===== src/rtl/axis_drain_pkg.sv =====
// Shared types and constants for the AXI-Stream FIFO drain block.
// Optional first-beat tuser marker: AXIS_DRAIN_TUSER_SOF_EN.
package axis_drain_pkg;

  localparam int DEF_WIDTH = 32;
  localparam int DEF_LEN_W = 16;

  localparam logic [1:0] BUF_DEPTH = 2'd2;

  typedef enum logic [1:0] {
    IDLE,
    RUN,
    DRAIN
  } state_t;

endpackage


===== src/rtl/axis_skid_buf.sv =====
// Two-entry head/skid output buffer for the drain stream.
// Pushes come from FIFO pops; pops are stream handshakes.
module axis_skid_buf
  import axis_drain_pkg::*;
#(
  parameter int WIDTH = DEF_WIDTH
) (
  input  logic             clk,
  input  logic             rst_n,
  input  logic             push,
  input  logic [WIDTH-1:0] din,
  input  logic             tready,
  output logic [1:0]       occ,
  output logic             tvalid,
  output logic [WIDTH-1:0] tdata
);

  logic [WIDTH-1:0] head;
  logic [WIDTH-1:0] skid;
  logic [1:0]       occ_q;
  logic             acc;

  assign acc    = tvalid & tready;
  assign tvalid = (occ_q != 2'd0);
  assign tdata  = head;
  assign occ    = occ_q;

  // push is never raised at full occupancy by the owner
  always_ff @(posedge clk) begin
    if (!rst_n) begin
      head  <= '0;
      skid  <= '0;
      occ_q <= 2'd0;
    end else begin
      unique case ({push, acc})
        2'b10: begin
          if (occ_q == 2'd0) head <= din;
          else               skid <= din;
          occ_q <= occ_q + 2'd1;
        end
        2'b01: begin
          head  <= skid;
          occ_q <= occ_q - 2'd1;
        end
        2'b11: begin
          if (occ_q == 2'd1) begin
            head <= din;
          end else begin
            head <= skid;
            skid <= din;
          end
        end
        default: ;
      endcase
    end
  end

endmodule


===== src/rtl/axis_fifo_drain.sv =====
// FIFO-to-AXI-Stream drain with frame length, tlast and frame_done.
// Optional first-beat tuser marker: AXIS_DRAIN_TUSER_SOF_EN.
module axis_fifo_drain
  import axis_drain_pkg::*;
#(
  parameter int WIDTH = DEF_WIDTH,
  parameter int LEN_W = DEF_LEN_W
) (
  input  logic             clk,
  input  logic             rst_n,
  input  logic             fifo_empty,
  input  logic [WIDTH-1:0] fifo_data,
  output logic             fifo_r_ready,
  input  logic             cfg_start,
  input  logic [LEN_W-1:0] cfg_frame_len,
  output logic [WIDTH-1:0] m_axis_tdata,
  output logic             m_axis_tvalid,
  input  logic             m_axis_tready,
  output logic             m_axis_tlast,
  output logic             busy,
`ifdef AXIS_DRAIN_TUSER_SOF_EN
  output logic             m_axis_tuser,
`endif
  output logic             frame_done
);

  localparam logic [LEN_W-1:0] ONE = LEN_W'(1);

  state_t           state;
  state_t           state_n;
  logic [LEN_W-1:0] len_q;
  logic [LEN_W-1:0] pop_rem;
  logic [LEN_W-1:0] beat_cnt;
  logic [1:0]       occ;
  logic             start_ok;
  logic             pop;
  logic             acc;
  logic             last_acc;

  assign start_ok = (state == IDLE) & cfg_start
                  & (cfg_frame_len != '0);

  // pop strobe sees only registered state, never tready
  assign fifo_r_ready = (state == RUN) & ~fifo_empty
                      & (pop_rem != '0)
                      & (occ < BUF_DEPTH);
  assign pop = fifo_r_ready;

  assign acc      = m_axis_tvalid & m_axis_tready;
  assign last_acc = acc & m_axis_tlast;

  assign m_axis_tlast = m_axis_tvalid
                      & (beat_cnt == len_q - ONE);
  assign busy = (state != IDLE);

`ifdef AXIS_DRAIN_TUSER_SOF_EN
  assign m_axis_tuser = m_axis_tvalid & (beat_cnt == '0);
`endif

  axis_skid_buf #(
    .WIDTH (WIDTH)
  ) u_buf (
    .clk    (clk),
    .rst_n  (rst_n),
    .push   (pop),
    .din    (fifo_data),
    .tready (m_axis_tready),
    .occ    (occ),
    .tvalid (m_axis_tvalid),
    .tdata  (m_axis_tdata)
  );

  always_comb begin
    state_n = state;
    unique case (state)
      IDLE:  if (start_ok) state_n = RUN;
      RUN:   if (pop && pop_rem == ONE) state_n = DRAIN;
      DRAIN: if (last_acc) state_n = IDLE;
      default: state_n = IDLE;
    endcase
  end

  always_ff @(posedge clk) begin
    if (!rst_n) begin
      state      <= IDLE;
      len_q      <= '0;
      pop_rem    <= '0;
      beat_cnt   <= '0;
      frame_done <= 1'b0;
    end else begin
      state      <= state_n;
      frame_done <= last_acc;
      if (start_ok) begin
        len_q   <= cfg_frame_len;
        pop_rem <= cfg_frame_len;
      end else if (pop) begin
        pop_rem <= pop_rem - ONE;
      end
      if (start_ok || last_acc) beat_cnt <= '0;
      else if (acc)             beat_cnt <= beat_cnt + ONE;
    end
  end

endmodule


===== config.mk =====
export PLATFORM = sky130hd
export DESIGN_NAME = axis_fifo_drain
export DESIGN_NICKNAME = d
export VERILOG_FILES = /design/src/rtl/axis_drain_pkg.sv /design/src/rtl/axis_skid_buf.sv /design/src/rtl/axis_fifo_drain.sv
export SDC_FILE = /design/constraint.sdc
export NUM_CORES = 1
export LEC_CHECK = 0
export ABC_AREA = 1
export BUFFER_PORTS_ARGS = -buffer_cell sky130_fd_sc_hd__buf_2
export CAP_MARGIN = 20
export CELL_PAD_IN_SITES_DETAIL_PLACEMENT = 1
export CELL_PAD_IN_SITES_GLOBAL_PLACEMENT = 1
export CORE_MARGIN = 3
export CORE_UTILIZATION = 41
export CTS_BUF_LIST = sky130_fd_sc_hd__clkbuf_4 sky130_fd_sc_hd__clkbuf_8 sky130_fd_sc_hd__clkbuf_16
export DETAILED_ROUTE_END_ITERATION = 16
export PLACE_DENSITY_LB_ADDON = 0.1
export SLEW_MARGIN = 20
export SYNTH_ARGS = -nofsm -noshare
export SYNTH_HDL_FRONTEND = slang
export SYNTH_SLANG_ARGS = --single-unit

===== constraint.sdc =====
create_clock -name clk -period 2.68 [get_ports clk]
set_input_delay 0.402 -clock clk [delete_from_list [all_inputs] [get_ports clk]]
set_output_delay 0.402 -clock clk [all_outputs]
set_load 0.03 [all_outputs]

==> results.ini <==
[run_status]
status = finished, final reports clean

[final_layout]
fin_nets = 985
syn_to_final_growth_pct = 27.6
stdcell_area_mm2 = 0.00752
fillers = 1789
final_util_pct = 53.7
stdcell_count = 1116
layout-drive-gt1-share_pct = 23.8
num_antenna_cells = 0

[power]
peakVddDrop_mv = 0.526
leakagePower_nw = 3.18
power_mw = 6.48
powerDensity_mw_per_mm2 = 862

[sta]
maxSlewViolCount = 0
tightest_slew_ns = 0.707
final.setup.tns_ns = 0
period_share_pct = 99.5
finalCriticalPeriod_ns = 2.67
grt_setup_unrepaired = yes
final_hold_viol_count = 0
fin_ws_ns = 0.0135
fmax_mhz = 375
relSlewSlack_pct = 52.4
setup_viol = 0
fin_skew_ns = 0.00712
whs_ns = 0.248

[routing]
drc = 0
viasPerCell = 5.63
vias = 6287
routed_wl_um = 20700
post_drt_wl_per_cell_um = 18.5
first_pass_iters = 5
drt-initial-drc-count = 424
antenna_left = 0

[clock_tree]
clk_latency_ns = 0.42
clk_pin_slew_ns = 0.06
cts_buffers = 17
cts_tree = yes
h-tree-depth = 4
numClockSinks = 117
postCtsHoldBufs = 0
cts-root-buf = clkbuf_16
clock_path_buffers = 2

[worst_setup_path]
start_kind = register
end_kind = output port
r2r_cells = 16
worstPathRequired_ns = 2.28
regToRegSetupSlack_ns = 0.04
path_max_fanout = 4
crit_type = reg -> out
cp.arrival_ns = 2.26
timing.rr.end = beat_cnt[9]
r2r-start = len_q[0]

[placement]
port_buffers = 89
numPlacedInstances = 1059
pre_cts_slack_ns = -0.0248
placed_area_mm2 = 0.00654
hpwl_um = 13200
place_congestion = 0.872

[synth]
synthesis.instances = 817
synth_common_cells = nand2_1, nor2_1, dfxtp_1, o21ai_0, inv_1
synth_area_leaders = dfxtp_1, o21ai_0, nand2_1
ys.flop_type = dfxtp_1
synth_edf_count = 0
synth_top_area_share_pct = 39.7
mappedNetlistArea_mm2 = 0.00589
yosys.cell_count.top_type = nand2_1
synthArstFlopShare_pct = 0
postSynthAreaPerCell_um2 = 7.21
synth_nets = 879
ys_ff_latch = 117
ys_types = 44
synth-warning-count = 0
ys_seq_area_share_pct = 39.7
yosys.area.top_type = dfxtp_1

[die]
start_util_pct = 42.1
design.core.area_mm2 = 0.0140
ioPinCount = 90
rows = 43
die_h_um = 126
die_w_um = 126
die_area_mm2 = 0.0158

[min_path]
hold_path_end = u_buf.skid[23]
min-delay-start = fifo_data[23]
min_delay_path_depth = 3
hp-class = in -> reg

[flow_run]
max-cap-violations = 0

[global_routing]
grt_pass1_wl_um = 30600
grt_overflow = 0
antenna_found_initial = 0
grt_max_degree = 61
grt_pass1_vias = 6281
grt_util_all_layers_pct = 23.6

==> layer usage <==
layer / share of wire (%) / vias to the layer above / GRT usage, %
met5: 0 / - / 0
met4: 2.1 / 0 / 7.57
met3: 4.4 / 45 / 5.64
met2: 52 / 177 / 42.3
met1: 42 / 3087 / 27.8
li1: - / 2978 / -
==> worst max-delay path by stage <==
stage,startpoint,endpoint
finish,len_q[1],m_axis_tlast
global route,len_q[1],m_axis_tlast
detailed placement,pop_rem[0],u_buf.tdata[6]
floorplan,len_q[0],m_axis_tlast
global placement,pop_rem[0],u_buf.tdata[0]
CTS,len_q[0],m_axis_tlast
==> state kept, by name (all words and copies together) (netlist names) <==
signal,cells
u_buf.tdata,32
len_q,16
beat_cnt,16
state,2
frame_done,1
pop_rem,16
u_buf.occ,2
u_buf.skid,32
==> cell usage in the layout, fill, tap and decap left out, types with 2 or more instances in the layout <==
| master | synthesis | routed |
|---|---|---|
| a21oi_1 | 23 | 20 |
| a21oi_2 | 0 | 3 |
| a31oi_1 | 38 | 38 |
| buf_12 | 0 | 4 |
| buf_2 | 4 | 88 |
| buf_4 | 0 | 35 |
| buf_6 | 2 | 2 |
| clkbuf_16 | 0 | 17 |
| clkbuf_4 | 0 | 4 |
| clkbuf_8 | 0 | 2 |
| clkinv_2 | 0 | 2 |
| clkinv_4 | 0 | 4 |
| clkinvlp_4 | 0 | 6 |
| dfxtp_1 | 117 | 112 |
| dfxtp_2 | 0 | 5 |
| ha_1 | 9 | 6 |
| ha_2 | 0 | 2 |
| inv_1 | 60 | 57 |
| inv_2 | 1 | 2 |
| nand2_1 | 133 | 129 |
| nand2_2 | 3 | 6 |
| nand2_4 | 1 | 3 |
| nand3_1 | 32 | 28 |
| nand3_2 | 3 | 7 |
| nand3b_1 | 4 | 4 |
| nand4_1 | 5 | 5 |
| nor2_1 | 121 | 110 |
| nor2_2 | 4 | 9 |
| nor2_4 | 2 | 8 |
| nor3_1 | 8 | 7 |
| nor4_1 | 5 | 4 |
| nor4_4 | 1 | 2 |
| o211ai_1 | 36 | 36 |
| o21ai_0 | 110 | 109 |
| o21ai_1 | 1 | 2 |
| o22ai_1 | 9 | 9 |
| or2_2 | 3 | 3 |
| xnor2_1 | 14 | 14 |
| xor2_1 | 15 | 14 |
==> cell families (layout without fill, tap and decap cells) <==
family	after synthesis	in the layout	share of synthesized area, %
flops	117	117	39.7
simple gates	331	332	24.6
xor+xnor	30	30	4.69
compound gates	222	222	21.8
fa+ha+maj	9	9	1.91
buf+inv	108	226	7.26
==> layout make-up <==
type                       instances  area [um^2]  share of cell area (%)
multi-input combinational        593         3300                    43.9
timing repair buffer             131          827                    11.0
timing repair inverter             1         7.51                  0.0999
clock inverter                    11          105                    1.40
inverter                          62          239                    3.18
clock buffer                      21          462                    6.14
tap                              180          225                    3.00
sequential                       117         2350                    31.2
==> power breakdown <==
group          switching [mW]  internal (mW)
clock network           0.861           1.33
registers               0.188           2.03
logic                    1.42          0.650
==> critical path, cell delays in order, from the launching register on <==
cell	delay (ns)
dfxtp_2	0.32
buf_4	0.13
nor2_4	0.09
nand2_4	0.08
nor2_2	0.19
o21ai_0	0.16
nand2_1	0.16
and3_1	0.22
nand3_2	0.12
nor4_4	0.19
buf_6	0.17
==> timing repair <==
| item | 4_1_cts | 5_1_grt |
|---|---|---|
| pin swaps | 3 | 15 |
| resized for setup | 14 | 45 |
| gates cloned | 0 | 3 |
| setup buffers | 10 | 12 |
| endpoints found under the setup margin | 17 | 82 |
Note: power is estimated with default switching activity, not from simulation.
